--- src/rtl/result_digit_streamer.sv ---
// Streams a captured binary result as BCD digits, most significant first, over valid/ready.
// Conversion is iterative double dabble, one bit per cycle; leading zeros are skipped.
module result_digit_streamer #(
  parameter int WIDTH  = 16,
  parameter int DIGITS = 5,
  parameter bit SIGNED = 1'b1
) (
  input  logic             clock,
  input  logic             reset,
  input  logic             start,
  input  logic [WIDTH-1:0] value,
  output logic             busy,
  output logic             negative,
  output logic [3:0]       digit,
  output logic             digit_valid,
  input  logic             digit_ready,
  output logic             digit_last
);

  localparam int BW = 4 * DIGITS;
  localparam int CW = $clog2(WIDTH + 1);
  localparam int PW = (DIGITS > 1) ? $clog2(DIGITS) : 1;

  typedef enum logic [1:0] {IDLE, CONVERT, STREAM} state_t;

  state_t              state_q, state_d;
  logic [CW-1:0]       cnt_q, cnt_d;
  logic [PW-1:0]       ptr_q, ptr_d;
  logic [BW-1:0]       bcd_q, bcd_d;
  logic [WIDTH-1:0]    mag_q, mag_d;
  logic                neg_q, neg_d;
  logic [BW+WIDTH-1:0] shifted;
  logic                busy_q, digit_valid_q, digit_last_q;
  logic [3:0]          digit_q;

  function automatic logic [BW-1:0] add3(input logic [BW-1:0] b);
    logic [BW-1:0] r;
    r = b;
    for (int i = 0; i < DIGITS; i++) begin
      if (b[4*i +: 4] >= 4'd5) r[4*i +: 4] = b[4*i +: 4] + 4'd3;
    end
    return r;
  endfunction

  function automatic logic [3:0] nib(input logic [BW-1:0] b, input logic [PW-1:0] p);
    logic [3:0] r;
    r = 4'd0;
    for (int i = 0; i < DIGITS; i++) begin
      if (p == PW'(i)) r = b[4*i +: 4];
    end
    return r;
  endfunction

  // Index of the highest nonzero nibble; 0 for an all-zero value so "0" is still emitted.
  function automatic logic [PW-1:0] msd(input logic [BW-1:0] b);
    logic [PW-1:0] r;
    r = '0;
    for (int i = 0; i < DIGITS; i++) begin
      if (b[4*i +: 4] != 4'd0) r = PW'(i);
    end
    return r;
  endfunction

  always_comb begin
    state_d = state_q;
    cnt_d   = cnt_q;
    ptr_d   = ptr_q;
    bcd_d   = bcd_q;
    mag_d   = mag_q;
    neg_d   = neg_q;
    shifted = '0;
    case (state_q)
      IDLE: begin
        if (start) begin
          neg_d   = SIGNED && value[WIDTH-1];
          mag_d   = neg_d ? (~value + 1'b1) : value;
          bcd_d   = '0;
          cnt_d   = CW'(WIDTH);
          state_d = CONVERT;
        end
      end
      CONVERT: begin
        shifted = {add3(bcd_q), mag_q} << 1;
        bcd_d   = shifted[BW+WIDTH-1:WIDTH];
        mag_d   = shifted[WIDTH-1:0];
        cnt_d   = cnt_q - 1'b1;
        if (cnt_q == CW'(1)) begin
          ptr_d   = msd(bcd_d);
          state_d = STREAM;
        end
      end
      STREAM: begin
        if (digit_ready) begin
          if (ptr_q == '0) state_d = IDLE;
          else             ptr_d   = ptr_q - 1'b1;
        end
      end
      default: state_d = IDLE;
    endcase
  end

  // Outputs are registered from next-state so nothing combinational reaches a port.
  always_ff @(posedge clock) begin
    if (reset) begin
      state_q       <= IDLE;
      cnt_q         <= '0;
      ptr_q         <= '0;
      neg_q         <= 1'b0;
      busy_q        <= 1'b0;
      digit_valid_q <= 1'b0;
      digit_last_q  <= 1'b0;
      digit_q       <= 4'd0;
    end else begin
      state_q       <= state_d;
      cnt_q         <= cnt_d;
      ptr_q         <= ptr_d;
      neg_q         <= neg_d;
      busy_q        <= (state_d != IDLE);
      digit_valid_q <= (state_d == STREAM);
      digit_last_q  <= (state_d == STREAM) && (ptr_d == '0);
      digit_q       <= (state_d == STREAM) ? nib(bcd_d, ptr_d) : 4'd0;
    end
  end

  always_ff @(posedge clock) begin
    bcd_q <= bcd_d;
    mag_q <= mag_d;
  end

  assign busy        = busy_q;
  assign negative    = neg_q;
  assign digit       = digit_q;
  assign digit_valid = digit_valid_q;
  assign digit_last  = digit_last_q;

endmodule

--- config.mk ---
export PLATFORM = sky130hd
export DESIGN_NAME = result_digit_streamer
export DESIGN_NICKNAME = d
export VERILOG_FILES = /design/src/rtl/result_digit_streamer.sv
export SDC_FILE = /design/constraint.sdc
export NUM_CORES = 1
export LEC_CHECK = 0
export CAP_MARGIN = 25
export CORE_MARGIN = 2
export CORE_UTILIZATION = 52
export CTS_CLUSTER_DIAMETER = 30
export DETAILED_ROUTE_END_ITERATION = 12
export PLACE_DENSITY = 0.79
export SYNTH_ARGS = -nofsm -noshare
export SYNTH_HDL_FRONTEND = slang
export SYNTH_SLANG_ARGS = --single-unit
export TNS_END_PERCENT = 50
--- constraint.sdc ---
create_clock -name clock -period 2.8 [get_ports clock]
set_clock_uncertainty 0.15 [all_clocks]
set_input_delay 0.42 -clock clock [delete_from_list [all_inputs] [get_ports clock]]
set_output_delay 0.42 -clock clock [all_outputs]
set_load 0.03 [all_outputs]
==> results.sh, run 1 <==
export IMPL_status="completed"
export IMPL_fin_hold_ws_ns=0.307
export IMPL_p_leak_uw=0.00163
export IMPL_cts_buffers=5
export IMPL_clk_pin_slew_ns=0.10
export IMPL_synth_avg_cell_area_sq_um=8.76
export IMPL_holdCritStartpoint="negative$_SDFFE_PP0P_"
export IMPL_r2r_start="bcd_q[8]$_DFF_P_"
export IMPL_clock_power_share_pct=25.4
export IMPL_h_tree_depth=2
export IMPL_reg2reg_depth=10
export IMPL_crit_fanout=5
export IMPL_grt_pass1_vias=2834
export IMPL_cts_max_path_buffers=2
export IMPL_grt_use_total_pct=21.5
export IMPL_required_ns=2.85
export IMPL_clock_latency_ns=0.31
export IMPL_placed_area_sq_um=3900
export IMPL_p_switching_uw=624
export IMPL_synth_edf_count=16
export IMPL_end_kind="register"
export IMPL_synth_cell_types=58
export IMPL_grt_pass1_wl_um=12700
export IMPL_power_density_nw_per_um2=489
export IMPL_num_vias=3008
export IMPL_p_sw_share_pct=30.3
export IMPL_maxCapViolCount=0
export IMPL_area_growth_pct=27.9
export IMPL_place_gp_congestion=0.831
export IMPL_max_freq_ghz=0.362
export IMPL_wl_um=7970
export IMPL_syn_area_sq_um=3290
export IMPL_wl_per_cell_um=15.3
export IMPL_syn_inst=376
export IMPL_die_w_um=83.6
export IMPL_seq_area_frac_synth_pct=37.7
export IMPL_cp_start_kind="register"
export IMPL_seq_power_share_pct=45.5
export IMPL_drtPass1Iterations=4
export IMPL_combPwrFrac_pct=29.1
export IMPL_first_iter_violations=253
export IMPL_finalCritPeriodShare_pct=98.6
export IMPL_die_area_sq_um=6980
export IMPL_relSlewSlack_pct=60.5
export IMPL_setup_viol=0
export IMPL_fin_crit_ns=2.76
export IMPL_crit_path_top_delay_cell="a221o_2"
export IMPL_postCtsHoldBufs=0
export IMPL_drtAntennaViolNets=0
export IMPL_hp_class="reg -> reg"
export IMPL_port_buffers=27
export IMPL_p_int_uw=1430
export IMPL_cts_sinks=54
export IMPL_worst_slew_pin_slew_ns=0.588
export IMPL_hold_path_depth=2
export IMPL_grt_max_degree=43
export IMPL_final_layout_size_suffix_gt1_share_pct=23.6
export IMPL_worstPathArrival_ns=2.81
export IMPL_syn_nets=415
export IMPL_ir_drop_v=0.000285
export IMPL_whs_endpoint="negative$_SDFFE_PP0P_"
export IMPL_hold_viol_final=0
export IMPL_cts_tree="yes"
export IMPL_synth_warnings=0
export IMPL_max_stage_delay_ns=0.39
export IMPL_rrSetupSlack_ns=0.04
export IMPL_synthFlopType="dfxtp_1"
export IMPL_hpwlAfterDp_um=5540
export IMPL_antenna_found_initial=0
export IMPL_core_area_sq_um=6030
export IMPL_start_util_pct=54.6
export IMPL_fin_nets=482
export IMPL_path_cells="buf_4 -> or3_4 -> a221oi_4 -> o311ai_2 -> buf_4 -> a221o_2 -> buf_6 -> o21a_1 -> o21a_1 -> o21a_1"
export IMPL_rows=28
export IMPL_num_antenna_cells=0
export IMPL_synthArstFlopShare_pct=0
export IMPL_die_y_um=83.6
export IMPL_rsz0062_at_grt="yes"
export IMPL_viasPerCell=5.80
export IMPL_maxSlewViolCount=0
export IMPL_timing_critical_path_mode_cell="o21a_1"
export IMPL_clock_root_buffer="clkbuf_8"
export IMPL_route_detailed_drc=0
export IMPL_overflow=0
export IMPL_ios=28
export IMPL_reg2reg_to="digit[0]$_SDFF_PP0_"
export IMPL_ys_seq_elements=54
export IMPL_critPathKind="reg -> reg"
export IMPL_design_area_sq_um=4210
worst max-delay path, delay by kind of cell (launching register included):
kind	cells	cell delay, ns
AND/OR/NAND/NOR	1	0.38
buffers and inverters	3	0.46
flip-flops	1	0.37
AO/OA/AOI/OAI	6	1.28
cells by family after synthesis:
kind of cell | Yosys count | synth area share, %
and+or+nand+nor | 128 | 19.9
AOI/OAI and AO/OA | 109 | 21.9
DFF | 54 | 37.7
buffers and inverters | 35 | 4.26
xor gates and xnor gates | 19 | 5.06
adders and majority gates | 19 | 7.22
muxes | 12 | 3.99
flip-flops by register name, summed over array words and instances (netlist names):
register     count
cnt_q            5
negative         1
mag_q           16
ptr_q            3
busy             1
bcd_q           20
digit_valid      1
state_q          2
digit            4
digit_last       1
routing by layer:
metal,vias to the layer above,global-route usage (%),part of all wire [%]
met5,-,0,0
met3,13,3.86,4.7
met2,74,36.7,50
li1,1479,-,-
met4,0,5.28,1.9
met1,1442,28.2,43
through the flow:
| step | total power [uW] | util (%) | std cells | setup TNS, ns | setup slack (ns) |
|---|---|---|---|---|---|
| after global placement | 1460 | 64.7 | 506 | -0.350 | -0.200 |
| after global routing | 2150 | 69.9 | 519 | -0.299 | -0.0824 |
| after floorplan | 1290 | - | 376 | 0 | 0.104 |
| after detailed placement | 1480 | 64.7 | 506 | -0.596 | -0.310 |
| after CTS | 2000 | 66.7 | 515 | 0 | 0.000205 |
| final | 2060 | 69.9 | 519 | 0 | 0.0392 |
cell usage in the layout (no fill, tap or decap), types with 3 or more instances in the layout:
cell,Yosys,layout
a21oi_1,17,16
a21oi_2,3,3
a22o_1,5,5
a31oi_1,4,3
and2_1,3,3
and3_1,3,3
buf_4,0,42
clkbuf_8,0,5
clkdlybuf4s50_1,0,27
dfxtp_1,38,34
edfxtp_1,16,16
ha_1,19,16
inv_1,23,20
inv_2,1,4
mux2i_1,9,5
mux2i_2,0,4
nand2_1,47,47
nand2b_1,10,9
nand3_1,7,7
nor2_1,23,22
nor3_1,8,7
nor3b_1,6,4
nor3b_2,1,3
o21a_1,5,5
o21ai_0,39,37
o21ai_1,5,5
o22ai_1,9,8
or2_2,3,3
or3_1,4,3
xnor2_1,11,10
xor2_1,8,8
how the worst max path moves through the flow:
stage,startpoint,to,slack [ns],depth (start not counted)
6_report,bcd_q[8]$_DFF_P_,digit[0]$_SDFF_PP0_,0.04,10
5_1_grt,bcd_q[17]$_DFF_P_,digit[0]$_SDFF_PP0_,-0.08,12
4_1_cts,bcd_q[13]$_DFF_P_,digit[2]$_SDFF_PP0_,0.0002,11
3_5_place_dp,value[4],mag_q[13]$_DFFE_PP_,-0.31,9
3_3_place_gp,value[4],mag_q[13]$_DFFE_PP_,-0.20,9
2_1_floorplan,state_q[0]$_SDFF_PP0_,digit[1]$_SDFF_PP0_,0.10,11
cell type report:
cell class                      count  area, sq um
Clock buffer                        6         72.6
Inverter                           24         90.1
Clock inverter                      2         33.8
Multi-Input combinational cell    287         2060
Sequential cell                    54         1250
Timing Repair Buffer               71          608
Tap cell                           75         93.8
Fill cell                         466         1820
what timing repair did:
action                     4_1_cts  5_1_grt
setup endpoints to repair        3        7
resized for setup                1       42
pin swaps                        5        9
setup buffers                    1        4
hold endpoints to repair         0        0
cell usage after synthesis, drive strengths merged, types with 2 or more instances:
cell type	count	area (sq um)
or3	4	25.0
o311ai	2	17.5
xor2	8	70.1
xnor2	11	96.3
a31o	2	17.5
o21ai	44	220
a211oi	2	15.0
mux2	3	41.3
nor3b	7	57.6
and2	4	26.3
and3	3	18.8
nand3	7	35.0
o21a	5	37.5
o221a	2	22.5
nor2b	2	12.5
nand2b	10	62.6
clkbuf	9	33.8
nor2	23	86.3
a22oi	3	22.5
a221oi	3	38.8
nand4	2	12.5
edfxtp	16	480
mux2i	9	90.1
dfxtp	38	761
o31ai	2	15.0
nor3	8	40.0
a22o	5	43.8
or2	3	18.8
o22ai	9	56.3
a31oi	4	25.0
nand2	47	176
inv	24	90.1
buf	2	16.3
ha	19	238
a21oi	20	111
power groups by stage:
stage	logic (uW)	registers [uW]	clock network [uW]
after floorplan	338	949	0
after global placement	513	948	0
after detailed placement	529	952	0
after CTS	537	934	525
after global routing	652	945	555
final	598	936	522
(Power assumes the default switching activity.)
==> run 2: changes to the inputs <==
Settings changed: SETUP_SLACK_MARGIN set to 0.15.
==> run 2 against run 1 <==
- worst setup slack better by 0.035 ns
- clock-buffer cell count rose by 1
- maximum frequency increased by 1.3%
- die area is the same
- first-iteration DRC count fell by 23%
- via count is 1.7% higher
- total power decreased by 2.5%
- sequential share of layout area fell by 0.55 points
- combinational power increased by 2%
- critical endpoint is now digit[2]$_SDFF_PP0_
==> results.sh, run 2 (synthesized netlist as in run 1, its figures left out) <==
export IMPL_layout_commonest_cell="buf_4"
export IMPL_wl_per_cell_um=15.5
export IMPL_fillCellCount=463
export IMPL_final_layout_size_suffix_gt1_share_pct=27.4
export IMPL_p_leak_uw=0.00168
export IMPL_path_depth=9
export IMPL_postCtsHoldBufs=0
export IMPL_core_area_sq_um=6030
export IMPL_critPathKind="reg -> reg"
export IMPL_end_kind="register"
export IMPL_power_density_nw_per_um2=465
export IMPL_grt_pass1_vias=3025
export IMPL_ios=28
export IMPL_top_regs="bcd_q x20, mag_q x16, cnt_q x5"
export IMPL_clock_latency_ns=0.31
export IMPL_rsz0062_at_grt="yes"
export IMPL_setup_viol=0
export IMPL_hpwlAfterDp_um=5610
export IMPL_largest_register_ffs=20
export IMPL_cts_max_path_buffers=2
export IMPL_maxCapViolCount=0
export IMPL_max_stage_delay_ns=0.39
export IMPL_crit_path_top_delay_cell="dfxtp_4"
export IMPL_cts_tree="yes"
export IMPL_overflow=0
export IMPL_fin_crit_ns=2.73
export IMPL_maxSlewViolCount=0
export IMPL_port_buffers=27
export IMPL_seq_power_share_pct=46.7
export IMPL_num_antenna_cells=0
export IMPL_wl_um=8200
export IMPL_worst_slew_pin_slew_ns=0.575
export IMPL_max_freq_ghz=0.367
export IMPL_drtAntennaViolNets=0
export IMPL_fin_nets=491
export IMPL_first_iter_violations=194
export IMPL_cp_start_kind="register"
export IMPL_num_vias=3058
export IMPL_hold_viol_final=0
export IMPL_p_int_uw=1380
export IMPL_status="completed"
export IMPL_cts_buffers=5
export IMPL_rows=28
export IMPL_cts_sinks=54
export IMPL_path_delay_family="compound AO/OA/AOI/OAI gates"
export IMPL_top_register="bcd_q"
export IMPL_grt_pass1_wl_um=13500
export IMPL_clk_pin_slew_ns=0.10
export IMPL_grt_max_degree=43
export IMPL_die_w_um=83.6
export IMPL_die_area_sq_um=6980
export IMPL_ir_drop_v=0.000284
export IMPL_cp_startpoint="bcd_q[8]$_DFF_P_"
export IMPL_placed_area_sq_um=3890
export IMPL_viasPerCell=5.79
export IMPL_p_total_uw=2000
export IMPL_reg2reg_depth=9
export IMPL_area_growth_pct=30.9
export IMPL_drtPass1Iterations=5
export IMPL_h_tree_depth=2
export IMPL_antenna_found_initial=0
export IMPL_clock_power_share_pct=23.1
export IMPL_p_sw_share_pct=31.3
export IMPL_path_cells="buf_6 -> or3_4 -> a221oi_2 -> o311ai_1 -> buf_4 -> a221o_1 -> mux2_4 -> a22oi_2 -> a211oi_2"
export IMPL_place_inst=505
export IMPL_place_gp_congestion=0.856
export IMPL_hp_class="reg -> reg"
export IMPL_fin_cells=528
export IMPL_reg2reg_to="digit[2]$_SDFF_PP0_"
export IMPL_design_area_sq_um=4310
export IMPL_grt_use_total_pct=23.0
export IMPL_required_ns=2.85
export IMPL_crit_fanout=4
export IMPL_final_cell_mix="buf_4 (50), nand2_1 (47), o21ai_0 (35)"
export IMPL_path_buf_inv=2
export IMPL_rrSetupSlack_ns=0.07
export IMPL_crit_end="digit[2]$_SDFF_PP0_"
export IMPL_route_detailed_drc=0
export IMPL_relSlewSlack_pct=61.3
export IMPL_finalCritPeriodShare_pct=97.3
export IMPL_p_switching_uw=627
export IMPL_r2r_start="bcd_q[8]$_DFF_P_"
export IMPL_combPwrFrac_pct=30.3
export IMPL_start_util_pct=54.6
export IMPL_clock_root_buffer="clkbuf_8"
export IMPL_die_y_um=83.6
export IMPL_worstPathArrival_ns=2.77
run 2: cell types whose count changed in the layout (fill, tap and decap cells not counted), sizes merged:
cell,delta
clkdlybuf4s50,-5
dlygate4sd2,+3
buf,+9
clkbuf,+1
clkdlybuf4s15,+2
bufinv,-1
run 2: how the worst min path moves through the flow:
stage / startpoint / end / slack (ns) / cells after the start
6_report: negative$_SDFFE_PP0P_ / negative$_SDFFE_PP0P_ / 0.32 / 2
3_5_place_dp: negative$_SDFFE_PP0P_ / negative$_SDFFE_PP0P_ / 0.31 / 2
4_1_cts: negative$_SDFFE_PP0P_ / negative$_SDFFE_PP0P_ / 0.32 / 2
5_1_grt: negative$_SDFFE_PP0P_ / negative$_SDFFE_PP0P_ / 0.34 / 2
2_1_floorplan: mag_q[15]$_DFFE_PP_ / bcd_q[0]$_DFF_P_ / 0.30 / 2
3_3_place_gp: negative$_SDFFE_PP0P_ / negative$_SDFFE_PP0P_ / 0.30 / 2
run 2: power by group through the flow:
stage | sequential [uW] | combinational, uW | clock [uW]
finish | 936 | 607 | 462
CTS | 934 | 572 | 466
global route | 945 | 663 | 490
global placement | 948 | 514 | 0
detailed placement | 952 | 532 | 0
floorplan | 948 | 338 | 0
run 2: tightest hold or removal path, delay by kind of cell (launching register included):
family           cells  cell delay (ns)
AND/OR/NAND/NOR      1             0.05
AO/OA/AOI/OAI        1             0.05
flip-flops           1             0.32
run 2: metrics by stage:
stage / worst slack [ns] / setup TNS [ns] / utilization, % / hold slack (ns)
finish: 0.0745 / 0 / 71.5 / 0.318
global route: 0.0120 / 0 / 71.5 / 0.345
detailed placement: -0.332 / -0.610 / 64.6 / 0.309
CTS: 0.102 / 0 / 69.1 / 0.323
floorplan: 0.171 / 0 / - / 0.304
global placement: -0.190 / -0.329 / 64.6 / 0.295
run 2: what timing repair did:
action	4_1_cts	5_1_grt
buffers inserted	8	7
pin swaps	20	15
setup endpoints to repair	7	7
gates resized for setup	44	24
run 2: layout make-up:
type	count	area [sq um]	share of cell area, %
clock buffers	7	86.3	2.00
clock inverters	1	5.00	0.116
inverters	24	95.1	2.21
multi-input cells	287	2100	48.6
flip-flops and latches	54	1260	29.2
well taps	75	93.8	2.18
repair buffers	80	676	15.7
run 2: routing by layer:
metal	part of all wire (%)	global-route usage, %	wire length (um)
met5	0	0	0
met4	0.93	6.30	76
met3	4.7	3.86	386
met2	50	41.0	4090
met1	44	28.4	3640
